<file path="config.mk">
export PLATFORM = sky130hd
export DESIGN_NAME = conv_mac_pipe
export DESIGN_NICKNAME = d
export VERILOG_FILES = /design/src/rtl/conv_mac_pipe.sv
export SDC_FILE = /design/constraint.sdc
export NUM_CORES = 1
export LEC_CHECK = 0
export BUFFER_PORTS_ARGS = -buffer_cell sky130_fd_sc_hd__buf_2
export CORE_ASPECT_RATIO = 1.1
export CORE_UTILIZATION = 50
export CTS_BUF_LIST = sky130_fd_sc_hd__clkbuf_2 sky130_fd_sc_hd__clkbuf_4 sky130_fd_sc_hd__clkbuf_8
export CTS_CLUSTER_SIZE = 12
export DETAILED_ROUTE_END_ITERATION = 8
export GPL_TIMING_DRIVEN = 0
export PLACE_DENSITY_LB_ADDON = 0.15
export SYNTH_ARGS = -nofsm -noshare
export SYNTH_HDL_FRONTEND = slang
export SYNTH_SLANG_ARGS = --single-unit
</file>
<file path="constraint.sdc">
create_clock -name clk -period 24.6 [get_ports clk]
set_clock_uncertainty 0.1 [all_clocks]
set_input_delay 1.23 -clock clk [delete_from_list [all_inputs] [get_ports clk]]
set_output_delay 1.23 -clock clk [all_outputs]
set_load 0.02 [all_outputs]
</file>
<file path="src/rtl/conv_mac_pipe.sv">
// conv_mac_pipe: 3x3 window of unsigned pixels times a signed 3x3 kernel, clamped to pixel range
// Latency: 3 cycles from accept to out_valid; one result per cycle while out_ready stays high
// Backpressure: out_ready low freezes S3 and outputs; earlier stages fill bubbles; in_ready falls only when S1..S3 all full
module conv_mac_pipe #(
    parameter int PIX_W  = 4,
    parameter int COEF_W = 8,
    parameter int SHIFT  = 0
) (
    input  logic               clk,
    input  logic               rst,
    input  logic [9*PIX_W-1:0] samp_in,
    input  logic               in_valid,
    output logic               in_ready,
    input  logic               coef_wr,
    input  logic [3:0]         coef_idx,
    input  logic [COEF_W-1:0]  coef_data,
    output logic               out_valid,
    input  logic               out_ready,
    output logic [PIX_W-1:0]   pix_out,
    output logic [15:0]        sum_out,
    output logic               sat_flag,
    input  logic               sat_clr,
    output logic [15:0]        res_count
);

    localparam int PROD_W = PIX_W + COEF_W;   // pixel (zero-extended) times coefficient
    localparam int PSUM_W = PROD_W + 2;       // sum of three products
    localparam int SUM_W  = 16;               // sum of nine products, never overflows
    localparam logic signed [SUM_W-1:0] PIX_MAX = SUM_W'((1 << PIX_W) - 1);

    // Zero-extend the pixel, sign-extend the coefficient, multiply in PROD_W bits.
    function automatic logic signed [PROD_W-1:0] mul_pix(input logic [PIX_W-1:0] p,
                                                         input logic signed [COEF_W-1:0] c);
        logic signed [PROD_W-1:0] pe;
        logic signed [PROD_W-1:0] ce;
        pe = $signed({{COEF_W{1'b0}}, p});
        ce = {{PIX_W{c[COEF_W-1]}}, c};
        return pe * ce;
    endfunction

    function automatic logic signed [PSUM_W-1:0] ext_psum(input logic signed [PROD_W-1:0] v);
        return {{(PSUM_W-PROD_W){v[PROD_W-1]}}, v};
    endfunction

    function automatic logic signed [SUM_W-1:0] ext_sum(input logic signed [PSUM_W-1:0] v);
        return {{(SUM_W-PSUM_W){v[PSUM_W-1]}}, v};
    endfunction

    // ------------------------------------------------------------------
    // Kernel storage
    // ------------------------------------------------------------------
    logic signed [COEF_W-1:0] coef_q [9];

    // Kernel store: identity after reset; a write lands on the next edge, indices 9..15 match nothing
    always_ff @(posedge clk or posedge rst) begin
        if (rst) begin
            for (int k = 0; k < 9; k++)
                coef_q[k] <= (k == 4) ? COEF_W'(1) : '0;
        end else if (coef_wr) begin
            for (int k = 0; k < 9; k++)
                if (coef_idx == 4'(k))
                    coef_q[k] <= coef_data;
        end
    end

    // ------------------------------------------------------------------
    // Pipeline handshake
    // ------------------------------------------------------------------
    logic s1_vld_q, s2_vld_q, s3_vld_q;
    logic s1_en, s2_en, s3_en, xfer;

    // Each stage may load when it is empty or when its contents move on this cycle
    always_comb begin
        s3_en = !s3_vld_q || out_ready;
        s2_en = !s2_vld_q || s3_en;
        s1_en = !s1_vld_q || s2_en;
        xfer  = s3_vld_q && out_ready;
    end

    assign in_ready = s1_en;

    // ------------------------------------------------------------------
    // Stage 1: nine products
    // ------------------------------------------------------------------
    logic signed [PROD_W-1:0] prod_d    [9];
    logic signed [PROD_W-1:0] s1_prod_q [9];

    // Products use the kernel as it stands in the accept cycle, so a same-cycle write is not yet visible
    always_comb begin
        for (int k = 0; k < 9; k++)
            prod_d[k] = mul_pix(samp_in[k*PIX_W +: PIX_W], coef_q[k]);
    end

    // S1 register: capture products when a sample is accepted
    always_ff @(posedge clk or posedge rst) begin
        if (rst) begin
            s1_vld_q <= 1'b0;
            for (int k = 0; k < 9; k++)
                s1_prod_q[k] <= '0;
        end else if (s1_en) begin
            s1_vld_q <= in_valid;
            if (in_valid) begin
                for (int k = 0; k < 9; k++)
                    s1_prod_q[k] <= prod_d[k];
            end
        end
    end

    // ------------------------------------------------------------------
    // Stage 2: three row sums
    // ------------------------------------------------------------------
    logic signed [PSUM_W-1:0] psum_d    [3];
    logic signed [PSUM_W-1:0] s2_psum_q [3];

    // One partial sum per kernel row
    always_comb begin
        for (int j = 0; j < 3; j++)
            psum_d[j] = ext_psum(s1_prod_q[3*j]) + ext_psum(s1_prod_q[3*j+1])
                      + ext_psum(s1_prod_q[3*j+2]);
    end

    // S2 register: capture row sums when S1 holds valid data and S2 can load
    always_ff @(posedge clk or posedge rst) begin
        if (rst) begin
            s2_vld_q <= 1'b0;
            for (int j = 0; j < 3; j++)
                s2_psum_q[j] <= '0;
        end else if (s2_en) begin
            s2_vld_q <= s1_vld_q;
            if (s1_vld_q) begin
                for (int j = 0; j < 3; j++)
                    s2_psum_q[j] <= psum_d[j];
            end
        end
    end

    // ------------------------------------------------------------------
    // Stage 3: total, shift and clamp
    // ------------------------------------------------------------------
    logic signed [SUM_W-1:0] sum_d;
    logic signed [SUM_W-1:0] shifted;
    logic [PIX_W-1:0]        pix_d;
    logic                    sat_d;

    // Total sum, then clamp the shifted value into 0..2^PIX_W-1 and note whether clamping happened
    always_comb begin
        sum_d   = ext_sum(s2_psum_q[0]) + ext_sum(s2_psum_q[1]) + ext_sum(s2_psum_q[2]);
        shifted = sum_d >>> SHIFT;
        if (shifted[SUM_W-1]) begin
            pix_d = '0;
            sat_d = 1'b1;
        end else if (shifted > PIX_MAX) begin
            pix_d = PIX_MAX[PIX_W-1:0];
            sat_d = 1'b1;
        end else begin
            pix_d = shifted[PIX_W-1:0];
            sat_d = 1'b0;
        end
    end

    logic signed [SUM_W-1:0] sum_q;
    logic [PIX_W-1:0]        pix_q;
    logic                    s3_sat_q;

    // S3 register: holds result and outputs stable while the consumer stalls
    always_ff @(posedge clk or posedge rst) begin
        if (rst) begin
            s3_vld_q <= 1'b0;
            sum_q    <= '0;
            pix_q    <= '0;
            s3_sat_q <= 1'b0;
        end else if (s3_en) begin
            s3_vld_q <= s2_vld_q;
            if (s2_vld_q) begin
                sum_q    <= sum_d;
                pix_q    <= pix_d;
                s3_sat_q <= sat_d;
            end
        end
    end

    // ------------------------------------------------------------------
    // Status: sticky saturation flag and hand-off counter
    // ------------------------------------------------------------------
    logic        sat_flag_q, sat_flag_d;
    logic [15:0] res_count_q, res_count_d;

    // Clear wins over a same-cycle set; the counter wraps naturally at 16 bits
    always_comb begin
        sat_flag_d  = sat_flag_q;
        res_count_d = res_count_q;
        if (sat_clr)
            sat_flag_d = 1'b0;
        else if (xfer && s3_sat_q)
            sat_flag_d = 1'b1;
        if (xfer)
            res_count_d = res_count_q + 16'd1;
    end

    // Status registers
    always_ff @(posedge clk or posedge rst) begin
        if (rst) begin
            sat_flag_q  <= 1'b0;
            res_count_q <= '0;
        end else begin
            sat_flag_q  <= sat_flag_d;
            res_count_q <= res_count_d;
        end
    end

    assign out_valid = s3_vld_q;
    assign sum_out   = sum_q;
    assign pix_out   = pix_q;
    assign sat_flag  = sat_flag_q;
    assign res_count = res_count_q;

endmodule

</file>
Word level (Yosys, flattened, before mapping) --
Cells that the tools add are included.
Storage, ports and cells: RAM bits 0, register bits 263, memory bits (read-only) 0, latch bits 0, output and inout port bits 39, memories 0
Operators by class: $mul 9, $lt $le $gt $ge 1, shift-type cells 0, eq/ne operators 8, multiplexer cells 6, add/sub/neg operators 9, bitwise logic cells 0, divide/modulo/power cells 0, reduce and logical (&&, ||, !) cells 22
Operators with widths (number):
- 5-bit by 8-bit multiplier with 12-bit output | 9
- 13-bit by 12-bit adder with 14-bit output | 3
- 12-bit by 12-bit adder with 13-bit output | 3
- 2-bit AND reduction | 12
- 15-bit by 14-bit adder with 16-bit output | 1
- 16-bit by 1-bit adder with 16-bit output, second input constant | 1
- 4-bit by 3-bit == test with 1-bit output, second input constant | 4
- 16-bit by 5-bit > comparator with 1-bit output, second input constant | 1
- 14-bit by 14-bit adder with 15-bit output | 1
- 4-bit by 2-bit == test with 1-bit output, second input constant | 2
- 4-bit two-way mux | 2
- 4-bit by 1-bit == test with 1-bit output, second input constant | 1
- 4-bit == test, second input constant | 1
- 4-bit zero test | 1
- 1-bit two-way mux | 4
- 1-bit zero test | 3
- 1-bit logical OR | 3
- 1-bit logical AND | 2
- 2-bit nonzero test | 1

Longest topological paths before layout --
depth in word-level cells 5, mapped depth 14

Worst setup path before layout --
OpenSTA, ideal clock, no wires.
kind input-to-reg, from input samp_in[2], to register s1_prod_q[106] in the netlist's numbering, slack 20.404 ns, setup time 0.128 ns, path buffers 0, arrival 3.968 ns, stages 14, cells stage by stage and2_1 > ha_1 > inv_1 > fa_1 > fa_1 > inv_1 > ha_1 > a21oi_1 > o21bai_1 > a21o_1 > a21oi_1 > o21bai_1 > mux2i_1 > nand3_1
On the way: word-level cells in the longest chain between the ends 1
RTL lines:
- start, declared | RTL line 11 | input logic [9*PIX_W-1:0] samp_in,
- 5-bit by 8-bit multiplier with 12-bit output | RTL line 38 | return pe * ce;
- end signal, assigned by index | RTL line 104 | s1_prod_q[k] <= prod_d[k];
- end, declared | RTL line 86 | logic signed [PROD_W-1:0] s1_prod_q [9];
No other way between the ends. A chain may end at the register's enable or synchronous reset.

Worst setup path after layout --
from input samp_in[26], to register s1_prod_q[33] in the netlist's numbering
Same word-level chain as after synthesis.

==> run summary <==
The flow ran to the end, and the final reports show no timing, DRC or antenna violations. The worst hold path class is reg -> reg. Measured along the y axis, the die boundary spans 228 um. Summing all flip-flop and latch instances after layout gives 6580 um^2.

For the overall routing resource usage, the log shows 24.8%. Total half-perimeter wirelength after legalization and detailed placement: 45.4 mm. The category of the most critical setup path is in -> reg.

The average instance in the mapped netlist occupies 9.60 um^2. The tools report the hold violation count in the final report as 0. Clock-pin slew was measured on the worst setup and hold paths at 0.06 ns.

Fill cells in the final layout number 4,158. The first global-routing pass estimated 92.5 mm of wire. The instance count after placement with tap cells included came out at 3,104. TritonCTS built the clock tree.

The pre-antenna-repair detailed-routing pass consisted of 5 iterations. For the total I/O pin count, the log shows 93. At the worst endpoint, the arrival time is 4.39 ns. The detailed router finished its first iteration with 851 violations. Among all flip-flop cells after synthesis, the most frequent one is sky130_fd_sc_hd__dfrtp_1. The detailed-route wire length per cell is 17.8 um, and the cell area power density is 135 nW/um^2.

Final critical-path required period: 3.99 ns. The biggest area contributor in the post-synthesis netlist is sky130_fd_sc_hd__dfrtp_1. The net count of the finished layout is 3,059.

After synthesis the netlist holds a flip-flop and latch count of 263. The sum of overflow across all layers after global routing was 0. For the worst-skew pair, the clock arrives at the later sink with an insertion delay of 0.64 ns. Data on the critical path is required at its endpoint by 25.00 ns.

The detail-routed via count per cell was 5.38; the final cell utilization of the core was 55.8%. The final-layout setup total negative slack is 0 ns. Clock tree synthesis found a total of 263 sinks. After clock tree synthesis, the repair step resized 0 gates.

Ranked by total cell area, the synthesized netlist is headed by sky130_fd_sc_hd__dfrtp_1, sky130_fd_sc_hd__fa_1, sky130_fd_sc_hd__ha_1. The number of max-slew violations in the final report was 0. The signal on the critical path passes through buf_2 -> and2_1 -> ha_1 -> inv_1 -> fa_1 -> fa_1 -> inv_1 -> ha_1 -> a21oi_1 -> o21ai_0 -> a21oi_1 -> o21bai_1 -> xnor2_1 -> o21ai_0.

The synthesized instance count is 2,424, and the die span in x is 208 um. Cell type of the slowest stage on the worst timing path: sky130_fd_sc_hd__fa_1. The count of input and output buffers was 90; the final weighted congestion of routability-driven global placement was 0.867. After synthesis, flip-flops and latches occupy 28.3% of the total area. For the number of buffers added by the clock tree synthesis step, the log shows 49.

The run gives 123 as the maximum number of pins on one net before global-route repair. The maximum level of the CTS H-tree came out at 2. The worst setup path is captured at a flop. The total core area was 45,800 um^2. Relative to the synthesized area, the layout overhead comes to 9.68%. The total nets after synthesis came out at 2,916.

Counting flops with an async set or reset pin after synthesis yields a share of 100%. Overall power consumption after layout is estimated at 0.00345 W. In the final layout, the multi-input gates occupy 15,200 um^2. The leakage power summed over all cells is 12.6 nW. The cell area that synthesis handed to floorplanning was 23,300 um^2. The slew at the pin with the worst max-slew slack came out at 1.09 ns.

Together, buffers and inverters on the worst path number 3. The run gives 251 MHz as the maximum operating frequency. The logs give 0 for the count of inserted antenna diode cells and 0.371 ns for the worst hold-check slack.

The number of design rule violations left after detail routing is 0. The via count of the first global-routing pass is 17,600, and the detailed-route wire length is 56.7 mm. The buffer levels on the longest clock path was 3. Of all nets on the critical path, the largest fanout is 8. Of the available clock period, the critical path in the final layout requires 16.2%. The number of enable-type register cells in the synthesized netlist was 0; the number of vias after detailed routing was 17,100. The count of cell types in the netlist is 65, and the largest incremental delay on the critical path is 0.55 ns. The yosys synthesis warning count came out at 0.

The floorplan has 82 rows. The share of Yosys cell area claimed by the top area cell type was 28.2%; the buffers inserted during post-CTS setup optimization was 0. The tree is rooted in a sky130_fd_sc_hd__clkbuf_8. The post-route netlist has 11.1% of its cells at a drive strength greater than 1. STA classifies the critical path startpoint as an input port. Max-cap violations in this run came to 0. The count of cells in the finished layout, fillers not included, comes to 3,187. For this design, the CTS-stage hold fixing added 0 buffers. The die covers 47,400 um^2. The worst pin sits at a relative slew slack of 27.3%. The antenna violation net count after detailed routing came out at 0.

Setup repair after global routing left no endpoint under its margin. Broken down by cell family, the worst path's largest delay share belongs to adder cells. The initial antenna violation count was 1; the starting utilization of the core area was 50.8%. Across the VDD grid, the largest voltage drop is 67.3 uV. Setup violations remaining at the end of the flow were counted as 0.
-- cell usage after synthesis, types with 4 or more instances --
cell	number
sky130_fd_sc_hd__a21oi_1	98
sky130_fd_sc_hd__and2_1	202
sky130_fd_sc_hd__or2_2	4
sky130_fd_sc_hd__o31ai_1	8
sky130_fd_sc_hd__o211ai_1	12
sky130_fd_sc_hd__xor2_1	23
sky130_fd_sc_hd__o21ai_1	8
sky130_fd_sc_hd__o22ai_1	4
sky130_fd_sc_hd__ha_1	240
sky130_fd_sc_hd__nand4_1	13
sky130_fd_sc_hd__or3_1	18
sky130_fd_sc_hd__nor2b_1	11
sky130_fd_sc_hd__mux2_2	83
sky130_fd_sc_hd__o21bai_1	37
sky130_fd_sc_hd__nor2_1	47
sky130_fd_sc_hd__o21ai_0	129
sky130_fd_sc_hd__mux2i_1	9
sky130_fd_sc_hd__xnor2_1	107
sky130_fd_sc_hd__a31o_2	10
sky130_fd_sc_hd__nand2b_1	13
sky130_fd_sc_hd__nand2_1	299
sky130_fd_sc_hd__a21o_1	20
sky130_fd_sc_hd__nor3b_1	29
sky130_fd_sc_hd__nand3b_1	6
sky130_fd_sc_hd__nor3_1	23
sky130_fd_sc_hd__o21a_1	15
sky130_fd_sc_hd__nor4_1	10
sky130_fd_sc_hd__clkbuf_1	40
sky130_fd_sc_hd__nand3_1	33
sky130_fd_sc_hd__dfrtp_1	262
sky130_fd_sc_hd__fa_1	198
sky130_fd_sc_hd__a32oi_1	4
sky130_fd_sc_hd__a211oi_1	4
sky130_fd_sc_hd__inv_1	355
-- logic make-up after synthesis --
kind of cell / Yosys count / synth area share, %
adder cells (fa/ha/maj): 438 / 29.9
buffers and inverters: 400 / 6.46
XOR/XNOR: 132 / 5.08
AO/OA/AOI/OAI: 375 / 9.90
multiplexers: 92 / 4.40
flip-flops: 263 / 28.3
AND/OR/NAND/NOR: 724 / 15.9
-- final timing paths --
check,to,slack (ns),start,cells after the start
setup / recovery,s1_prod_q[33],20.61,samp_in[26],14
hold reg to reg,sum_out[8],0.37,sum_out[8],2
hold / removal,sum_out[8],0.37,sum_out[8],2
max in group asynchronous,coef_q[47],22.87,rst,3
min in group asynchronous,coef_q[65],0.52,rst,2
setup reg to reg,pix_out[2],20.83,s2_psum_q[1],12
-- through the flow --
step / instance area, um^2 / setup WS, ns
after floorplan: 23300 / 16.03
after global placement: 24500 / 12.84
after detailed placement: 24500 / 19.94
after CTS: 25500 / 20.62
after global routing: 25500 / 20.41
final: 25500 / 20.61
-- routing by layer --
layer	wire length (um)	up-vias	track usage, %
met5	0	-	0
met1	26100	8534	32.6
met3	2000	88	3.00
met4	1580	0	8.29
li1	-	8242	-
met2	27000	274	42.6
-- flip-flops by register name, summed over array words and instances, names as in the netlist --
register   count
sum_out       16
pix_out        4
coef_q        72
s1_prod_q    108
res_count     16
sat_flag       1
s2_psum_q     42
s3_sat_q       1
s1_vld_q       1
out_valid      1
s2_vld_q       1
-- layout make-up --
type | count | share of cell area (%)
Inverter | 355 | 5.25
Multi-Input combinational cell | 1761 | 59.5
Clock buffer | 73 | 3.59
Clock inverter | 10 | 0.333
Tap cell | 588 | 2.88
Sequential cell | 263 | 25.8
Timing Repair Buffer | 92 | 1.98
Buffer | 45 | 0.672
-- layout by cell type, fill, tap and decap left out, drive strengths merged, types with 33 or more instances in the layout --
cell type,instances
ha,240
and2,203
buf,97
a21oi,100
mux2,83
xnor2,108
o21bai,37
nand3,33
inv,357
nor2,47
nand2,299
clkbuf,113
o21ai,137
dfrtp,262
fa,198
-- power breakdown --
part / internal (W) / switching (W) / total [W] / leakage (nW)
Clock: 0.000248 / 0.000198 / 0.000446 / 0.541
Combinational: 0.000966 / 0.00128 / 0.00225 / 8.82
Sequential: 0.000604 / 0.000152 / 0.000756 / 3.25
Total: 0.00182 / 0.00163 / 0.00345 / 12.6
-- tightest hold or removal path: stages (launching register included) --
cell                      delay (ns)
sky130_fd_sc_hd__dfrtp_1        0.34
sky130_fd_sc_hd__nand2_1        0.04
sky130_fd_sc_hd__o21ai_0        0.06
(Power assumes the default switching activity.)
